`config.mk`:
```
export PLATFORM = sky130hd
export DESIGN_NAME = mult_div_unit
export DESIGN_NICKNAME = d
export VERILOG_FILES = /design/src/rtl/mult_div_pkg.sv /design/src/rtl/mult_div_step.sv /design/src/rtl/mult_div_unit.sv
export SDC_FILE = /design/constraint.sdc
export NUM_CORES = 1
export LEC_CHECK = 0
export CORE_MARGIN = 1.5
export CORE_UTILIZATION = 55
export CTS_CLUSTER_DIAMETER = 50
export DETAILED_ROUTE_END_ITERATION = 6
export PLACE_DENSITY = 0.78
export SETUP_SLACK_MARGIN = 0.2
export SLEW_MARGIN = 20
export SYNTH_ARGS = -nofsm -noshare
export SYNTH_HDL_FRONTEND = slang
export SYNTH_SLANG_ARGS = --single-unit
```
`constraint.sdc`:
```
create_clock -name clk -period 7.9 [get_ports clk]
set_input_delay 1.185 -clock clk [delete_from_list [all_inputs] [get_ports clk]]
set_output_delay 1.185 -clock clk [all_outputs]
set_load 0.03 [all_outputs]
```
`src/rtl/mult_div_pkg.sv`:
```
// Shared definitions for the sequential multiply/divide unit.
// Holds the op encoding, the FSM state encoding, the default operand width
// and the iteration counter width.
package mult_div_pkg;

  localparam int MD_WIDTH = 32;
  localparam int MD_CNT_W = $clog2(MD_WIDTH);

  localparam logic OP_MULT = 1'b0;
  localparam logic OP_DIV  = 1'b1;

  typedef enum logic [1:0] {
    IDLE   = 2'd0,
    RUN    = 2'd1,
    FINISH = 2'd2
  } state_t;

endpackage

```
`src/rtl/mult_div_step.sv`:
```
// One iteration of the multiply/divide datapath (purely combinational).
//   op        : OP_MULT selects a radix-2 Booth step, OP_DIV a restoring step
//   acc       : Booth accumulator / partial remainder
//   work      : multiplier being shifted out / quotient being shifted in
//   q1        : Booth q-1 bit (unused for divide, passed through)
//   m         : multiplicand (signed) / divisor magnitude (unsigned)
//   acc_next, work_next, q1_next : register values after this iteration
module mult_div_step
  import mult_div_pkg::*;
#(
  parameter int WIDTH = MD_WIDTH
) (
  input  logic             op,
  input  logic [WIDTH-1:0] acc,
  input  logic [WIDTH-1:0] work,
  input  logic             q1,
  input  logic [WIDTH-1:0] m,
  output logic [WIDTH-1:0] acc_next,
  output logic [WIDTH-1:0] work_next,
  output logic             q1_next
);

  logic signed [WIDTH:0] acc_ext;
  logic signed [WIDTH:0] m_ext;
  logic signed [WIDTH:0] sum;
  logic        [WIDTH:0] shifted;
  logic        [WIDTH:0] diff;

  always_comb begin
    acc_ext   = $signed({acc[WIDTH-1], acc});
    m_ext     = $signed({m[WIDTH-1], m});
    sum       = acc_ext;
    shifted   = {acc, work[WIDTH-1]};
    diff      = shifted - {1'b0, m};
    acc_next  = acc;
    work_next = work;
    q1_next   = q1;

    if (op == OP_MULT) begin
      case ({work[0], q1})
        2'b01:   sum = acc_ext + m_ext;
        2'b10:   sum = acc_ext - m_ext;
        default: sum = acc_ext;
      endcase
      // The add/sub is done one bit wider so that a -2^(W-1) multiplicand
      // cannot overflow before the arithmetic shift brings it back in range.
      acc_next  = sum[WIDTH:1];
      work_next = {sum[0], work[WIDTH-1:1]};
      q1_next   = work[0];
    end else begin
      // Remainder is always below the divisor, so a set MSB of the
      // one-bit-wider difference means the trial subtraction went negative.
      if (!diff[WIDTH]) begin
        acc_next  = diff[WIDTH-1:0];
        work_next = {work[WIDTH-2:0], 1'b1};
      end else begin
        acc_next  = shifted[WIDTH-1:0];
        work_next = {work[WIDTH-2:0], 1'b0};
      end
    end
  end

endmodule

```
`src/rtl/mult_div_unit.sv`:
```
// Sequential signed multiply/divide unit with architectural HI/LO registers.
// MULT: Booth radix-2, 64-bit product in {hi, lo}.
// DIV : restoring division on magnitudes, lo = quotient (toward zero),
//       hi = remainder with the sign of the dividend.
// Ports:
//   clk, reset_in (sync, active-high)
//   start  : one-cycle request, sampled only in IDLE
//   op     : 0 = MULT, 1 = DIV
//   a, b   : signed operands (multiplicand/dividend, multiplier/divisor)
//   hi, lo : result registers
//   busy   : high while iterating
//   done   : one-cycle completion pulse
//   div0   : divide-by-zero pulse, coincident with done
// Optional build macro MULT_DIV_EARLY_OUT_EN: zero-operand cases skip the
// iterations and finish one edge after start with hi = lo = 0.
module mult_div_unit
  import mult_div_pkg::*;
#(
  parameter int WIDTH = MD_WIDTH
) (
  input  logic                    clk,
  input  logic                    reset_in,
  input  logic                    start,
  input  logic                    op,
  input  logic signed [WIDTH-1:0] a,
  input  logic signed [WIDTH-1:0] b,
  output logic        [WIDTH-1:0] hi,
  output logic        [WIDTH-1:0] lo,
  output logic                    busy,
  output logic                    done,
  output logic                    div0
);

  localparam int CNT_W = $clog2(WIDTH);

  state_t           state;
  state_t           state_next;
  logic [CNT_W-1:0] cnt;
  logic             op_r;
  logic             sign_a;
  logic             sign_b;
  logic             div0_flag;
  logic [WIDTH-1:0] acc;
  logic [WIDTH-1:0] work;
  logic [WIDTH-1:0] m;
  logic             q1;
  logic [WIDTH-1:0] acc_next;
  logic [WIDTH-1:0] work_next;
  logic             q1_next;
  logic             div_by_zero;
  logic             early_zero;
  logic             last_iter;

  function automatic logic [WIDTH-1:0] magnitude(input logic signed [WIDTH-1:0] v);
    return v[WIDTH-1] ? $unsigned(-v) : $unsigned(v);
  endfunction

  // Negation of 2^(W-1) wraps to itself, which gives the expected
  // most-negative / -1 result without any special case.
  function automatic logic [WIDTH-1:0] apply_sign(input logic [WIDTH-1:0] mag,
                                                  input logic neg);
    return neg ? -mag : mag;
  endfunction

  mult_div_step #(.WIDTH(WIDTH)) u_step (
    .op        (op_r),
    .acc       (acc),
    .work      (work),
    .q1        (q1),
    .m         (m),
    .acc_next  (acc_next),
    .work_next (work_next),
    .q1_next   (q1_next)
  );

  always_comb begin
    div_by_zero = (op == OP_DIV) && (b == '0);
`ifdef MULT_DIV_EARLY_OUT_EN
    early_zero  = ((op == OP_MULT) && ((a == '0) || (b == '0))) ||
                  ((op == OP_DIV) && (a == '0) && (b != '0));
`else
    early_zero  = 1'b0;
`endif
  end

  assign last_iter = (cnt == CNT_W'(WIDTH - 1));

  always_ff @(posedge clk) begin
    if (reset_in) state <= IDLE;
    else          state <= state_next;
  end

  always_comb begin
    state_next = state;
    busy       = 1'b0;
    done       = 1'b0;
    div0       = 1'b0;
    case (state)
      IDLE: begin
        if (start) begin
          if (div_by_zero || early_zero) state_next = FINISH;
          else                           state_next = RUN;
        end
      end
      RUN: begin
        busy = 1'b1;
        if (last_iter) state_next = FINISH;
      end
      FINISH: begin
        done       = 1'b1;
        div0       = div0_flag;
        state_next = IDLE;
      end
      default: state_next = IDLE;
    endcase
  end

  // Control and architectural result registers
  always_ff @(posedge clk) begin
    if (reset_in) begin
      cnt       <= '0;
      div0_flag <= 1'b0;
      hi        <= '0;
      lo        <= '0;
    end else begin
      case (state)
        IDLE: begin
          if (start) begin
            cnt       <= '0;
            div0_flag <= div_by_zero;
            if (!div_by_zero && early_zero) begin
              hi <= '0;
              lo <= '0;
            end
          end
        end
        RUN: begin
          cnt <= cnt + 1'b1;
          if (last_iter) begin
            if (op_r == OP_MULT) begin
              hi <= acc_next;
              lo <= work_next;
            end else begin
              lo <= apply_sign(work_next, sign_a ^ sign_b);
              hi <= apply_sign(acc_next, sign_a);
            end
          end
        end
        default: ;
      endcase
    end
  end

  // Working registers: loaded at start, iterated in RUN, never reset
  always_ff @(posedge clk) begin
    if (state == IDLE && start) begin
      op_r   <= op;
      sign_a <= a[WIDTH-1];
      sign_b <= b[WIDTH-1];
      acc    <= '0;
      q1     <= 1'b0;
      if (op == OP_MULT) begin
        m    <= a;
        work <= b;
      end else begin
        m    <= magnitude(b);
        work <= magnitude(a);
      end
    end else if (state == RUN) begin
      acc  <= acc_next;
      work <= work_next;
      q1   <= q1_next;
    end
  end

endmodule

```
# --- Word-level counts from Yosys, hierarchy flattened ---
# Cells that the tools add are included.
classes:
  add_sub_neg: 8
  n_eq_ne: 7
  n_mux: 24
  bitwise_logic: 2
  n_reduce_logical: 11
op_table:
  columns: ["operator", "count"]
  rows:
  - ["$mux 32", 13]
  - ["$neg 32->32", 4]
  - ["$pmux 33 s2", 1]
  - ["$add 32x32->33", 1]
  - ["$sub 32x32->33", 1]
  - ["$sub 33x32->33", 1]
  - ["$logic_not 32->1", 1]
  - ["$pmux 5 s2", 1]
  - ["$reduce_and 2->1", 5]
  - ["$mux 2", 3]
  - ["$add 5x1->5 const B", 1]
  - ["$eq 5x5->1 const B", 1]
  - ["$mux 5", 1]
  - ["$eq 2x1->1 const B", 2]
  - ["$eq 2x2->1 const B", 2]
  - ["$mux 1", 4]
  - ["$ne 2x2->1 const B", 2]
  - ["$pmux 2 s2", 1]
  - ["$reduce_bool 2->1", 2]
  - ["$logic_and 1x1->1", 2]
  - ["$logic_not 2->1", 1]
  - ["$not 1->1", 1]
  - ["$xor 1x1->1", 1]
totals:
  regBits: 172
  input_bits: 68
  output_inout_bits: 67
  word_cells: 64

# --- Depth between registers and ports, before layout ---
logic_depth:
  word_depth: 6
  mapped_depth: 22

# --- By module ---
# A second synthesis with hierarchy kept.
unflattened:
  cells_unflattened: 1851
  hier_area_um2: 14695.3
by_module_without_submodules:
  columns: ["module", "instances", "cells_each", "area_per_inst_um2"]
  rows:
  - ["mult_div_unit", 1, 1102, 9441.6]
  - ["mult_div_step", 1, 749, 5253.8]

# --- Worst setup path before layout ---
# Ideal clock, no wire load.
synth_path:
  path_type: "reg2reg"
  startpoint: "reg m[5]"
  endpoint: "reg hi[30]"
  arrival_ns: 5.195
  t_required_ns: 7.783
  setup_slack_ns: 2.587
  stages_incl_launch_ff: 21
  n_path_buf: 2
  synth_period_minus_slack_ns: 5.313
  path_cell_list: "edfxtp_1 -> nor4_1 -> and2_1 -> and3_1 -> a21oi_1 -> xnor2_1 -> ha_1 -> clkbuf_1 -> nand2_1 -> nor2_1 -> o2111ai_1 -> nand2_1 -> or3_1 -> a311oi_1 -> o32ai_1 -> or3_4 -> or4b_4 -> buf_6 -> or4_4 -> or3_1 -> a32o_1"
synth_via:
  elab_chain_cells: 6
synth_rtl:
  columns: ["item", "line", "text"]
  rows:
  - ["start: declaration", "mult_div_unit.sv:45", "logic [WIDTH-1:0] m;"]
  - ["start signal: assignment", "mult_div_unit.sv:166", "m <= magnitude(b);"]
  - ["$sub 32x32->33 (tied with other cells)", "mult_div_step.sv:42", "2'b10: sum = acc_ext - m_ext;"]
  - ["$pmux 33 s2 / $mux 32 (equally long branches)", "mult_div_step.sv:40, mult_div_step.sv:53", null]
  - ["$mux 32 *", "mult_div_step.sv:39", "if (op == OP_MULT) begin"]
  - ["$neg 32->32", "mult_div_unit.sv:62", "return neg ? -mag : mag;"]
  - ["$mux 32", "mult_div_unit.sv:62", null]
  - ["$mux 32 *", "mult_div_unit.sv:140", "if (op_r == OP_MULT) begin"]
  - ["end signal: assignment", "mult_div_unit.sv:141", "hi <= acc_next;"]
  - ["end signal: assignment", "mult_div_unit.sv:145", "hi <= apply_sign(acc_next, sign_a);"]
  - ["end: declaration", "mult_div_unit.sv:27", "output logic [WIDTH-1:0] hi,"]
# Mark *: on every way between the ends. The rest lies on a longest branch, timed or not.
# A chain may end at the register's enable or synchronous reset.

# --- Worst setup path after layout ---
# Same ends and word-level chain as after synthesis.

==> metrics <==
Post-Synthesis Cell Area=0.01576 sq mm; via/cell ratio=6.587; RSZ-0062 raised after global routing=no; worst setup path start=m[5]$_DFFE_PP_; Buffers on Ports=134; Core Util, Final=63.72%; HP Class=reg2reg; gpl congestion=1.020; CTS tree=yes; GR Overflow Total=0; #FFs+latches synth=172; final hold vios=0; startpoint types=register; Worst EP arrival=6.34 ns; min Tclk post-route=5.988 ns; warnings from Yosys=0; largest net degree at the start of global routing=155; post-route ant nets=0; antenna violations before repair=0; Max Fclk=0.1670 GHz; vias in the first global route=15720; cell area after layout=0.01785 sq mm; MaxCap Viol Count=0; Critical Path, Cell by Cell=nor4_1, and2_1, and3_1, and3_1, a31oi_1, xnor2_1, ha_1, a21o_1, a21o_1, a211o_1, or4b_1, nand4_1, a32oi_1, o31ai_1, nand4_1, or3_1, or4_4, or3_1, a32o_1; CP peak stage delay=0.62 ns; worst r2r src=m[5]$_DFFE_PP_; global-route wire length before repair=86270 um; DR WL/cell=22.56 um; synth unique cells=93; routed wire length=56410 um; chip height=172.3 um; Clock Latency Late Sink=0.45 ns; CP Capture Type=register; worst-path maximum fanout=6; drt pass-1 iters=5; CP Class=reg2reg; FF-to-FF path depth=19; Clock Skews=0.02153 ns; hold_sp=lo[1]$_SDFFE_PP0P_; async set-reset flop share out of synthesis=0%; Final setup viols=0; Seq/Total Area, Yosys=26.11%; layout cells sized above 1=4.995%; vias=16470; Post-DP Area=0.01724 sq mm; Final Hold Slack=0.4558 ns; # clock sinks=172; hold depth=2; Nets=2251; placed cell count=2468; worst-margin pin slew=1.129 ns; total die area=0.02968 sq mm; period utilisation layout=75.80%; most frequent cells in the layout=226 x nor2_1, 211 x a21oi_1, 202 x nand2_1; Post-synth EDFFs=67; Reg clk slew, reported paths=0.08 ns; setup TNS=0 ns; Slowest cell on crit path=or4b_1; Syn-to-layout area delta=13.25%; Layout Cells excl Fill=2500; most common flop cell mapped by yosys=dfxtp_1; hold buffer count at cts=0; Max Buffers Root-to-Sink=2; PwrDens=288.3 mW/mm^2; Cells after Synth=2056; core box area=0.02801 sq mm; number of fill cells=2527; H-tree depth=4; Rows=61; root buf cell=clkbuf_16; Die W=172.3 um; outcome=completed; VDD IR max=166.1 uV; DRT iter0 DRCs=1458; Mapped Nets=2198; Initial Util=56.26%; Global Route Usage Sum=38.38%; io pins=135; remaining routing DRC violations=0; Mean Syn Cell Area=7.665 sq um; Static Leakage=6.932 nW; relative max-transition margin=24.26%; CTS Buf Count=17; cts repair resizes=0; commonest non-fill, non-tap cell in the layout=nor2_1; Final Max Tran Viols=0; antenna diode count=0; Worst EP required=8.25 ns; Detail Placement HPWL=43360 um; Setup Buffers After CTS=0
[worst max-delay path, delay by kind of cell (launching register included)]
| family | cells | cell delay (ns) |
|---|---|---|
| and+or+nand+nor | 10 | 3.49 |
| AOI/OAI and AO/OA | 7 | 1.41 |
| DFF | 1 | 0.44 |
| adders and majority gates | 1 | 0.36 |
| xor gates and xnor gates | 1 | 0.19 |
[final timing paths]
kind	slack [ns]	to
min reg2reg	0.46	lo[1]$_SDFFE_PP0P_
max reg2reg	1.91	hi[30]$_SDFFE_PP0P_
min	0.46	lo[1]$_SDFFE_PP0P_
max	1.91	hi[30]$_SDFFE_PP0P_
[sequential cells by signal (all words and copies together) (netlist names)]
register	cells
acc	32
cnt	5
div0_flag	1
hi	32
lo	32
m	32
op_r	1
q1	1
sign_a	1
sign_b	1
state	2
work	32
[where the power goes]
group          switching [mW]  total (mW)  internal, mW
combinational            1.95        3.04          1.09
sequential              0.206        1.25          1.04
clock                   0.434       0.861         0.428
[cell type report]
type	count	area [sq um]	area share [%]
Clock inverter	15	167.7	0.9394
Inverter	77	289.0	1.619
Clock buffer	17	425.4	2.384
Tap cell	378	473.0	2.650
Multi-Input combinational cell	1689	10900	61.06
Sequential cell	172	4114	23.05
Timing Repair Buffer	152	1481	8.301
[cell usage after synthesis, drive strengths merged, types with 17 or more instances]
| cell type | instances | share of area [%] |
|---|---|---|
| nand4 | 24 | 0.95 |
| nor3 | 46 | 1.5 |
| buf | 31 | 1.0 |
| a21oi | 214 | 6.9 |
| o211ai | 34 | 1.7 |
| nand2 | 203 | 4.8 |
| nor2 | 227 | 5.4 |
| and3 | 21 | 0.87 |
| xnor2 | 76 | 4.2 |
| a21o | 36 | 1.7 |
| o31ai | 26 | 1.2 |
| o21ai | 128 | 4.1 |
| a31oi | 29 | 1.2 |
| edfxtp | 67 | 13 |
| and2 | 19 | 0.75 |
| o21a | 17 | 0.81 |
| ha | 72 | 5.7 |
| nand3 | 33 | 1.0 |
| nand2b | 18 | 0.71 |
| inv | 74 | 1.8 |
| xor2 | 84 | 4.7 |
| dfxtp | 105 | 13 |
| mux2i | 56 | 3.6 |
| or3 | 32 | 1.3 |
| clkbuf | 87 | 2.1 |
| a211oi | 38 | 1.8 |
[layer usage]
layer / track usage (%) / share of wire, % / vias to the layer above
met5: 0 / 0 / -
met4: 31.53 / 8.7 / 0
met3: 5.562 / 6.0 / 214
met2: 65.13 / 48 / 736
met1: 42.81 / 37 / 7802
li1: - / - / 7715
[cell families (layout without fill, tap and decap cells)]
| logic type | after synthesis | after routing | share of synthesized area, % |
|---|---|---|---|
| and+or+nand+nor | 704 | 704 | 21.15 |
| buffers and inverters | 195 | 261 | 4.907 |
| DFF | 172 | 172 | 26.11 |
| AOI/OAI and AO/OA | 687 | 687 | 28.82 |
| xor gates and xnor gates | 160 | 160 | 8.892 |
| adders and majority gates | 74 | 74 | 5.971 |
| muxes | 64 | 64 | 4.152 |
[through the flow]
| stage | worst slack [ns] | power [mW] |
|---|---|---|
| floorplan | 2.587 | 3.307 |
| CTS | 1.747 | 5.059 |
| detailed placement | 1.750 | 4.197 |
| global placement | 1.896 | 4.163 |
| global route | 1.401 | 5.445 |
| finish | 1.912 | 5.145 |
(Power assumes the default switching activity.)
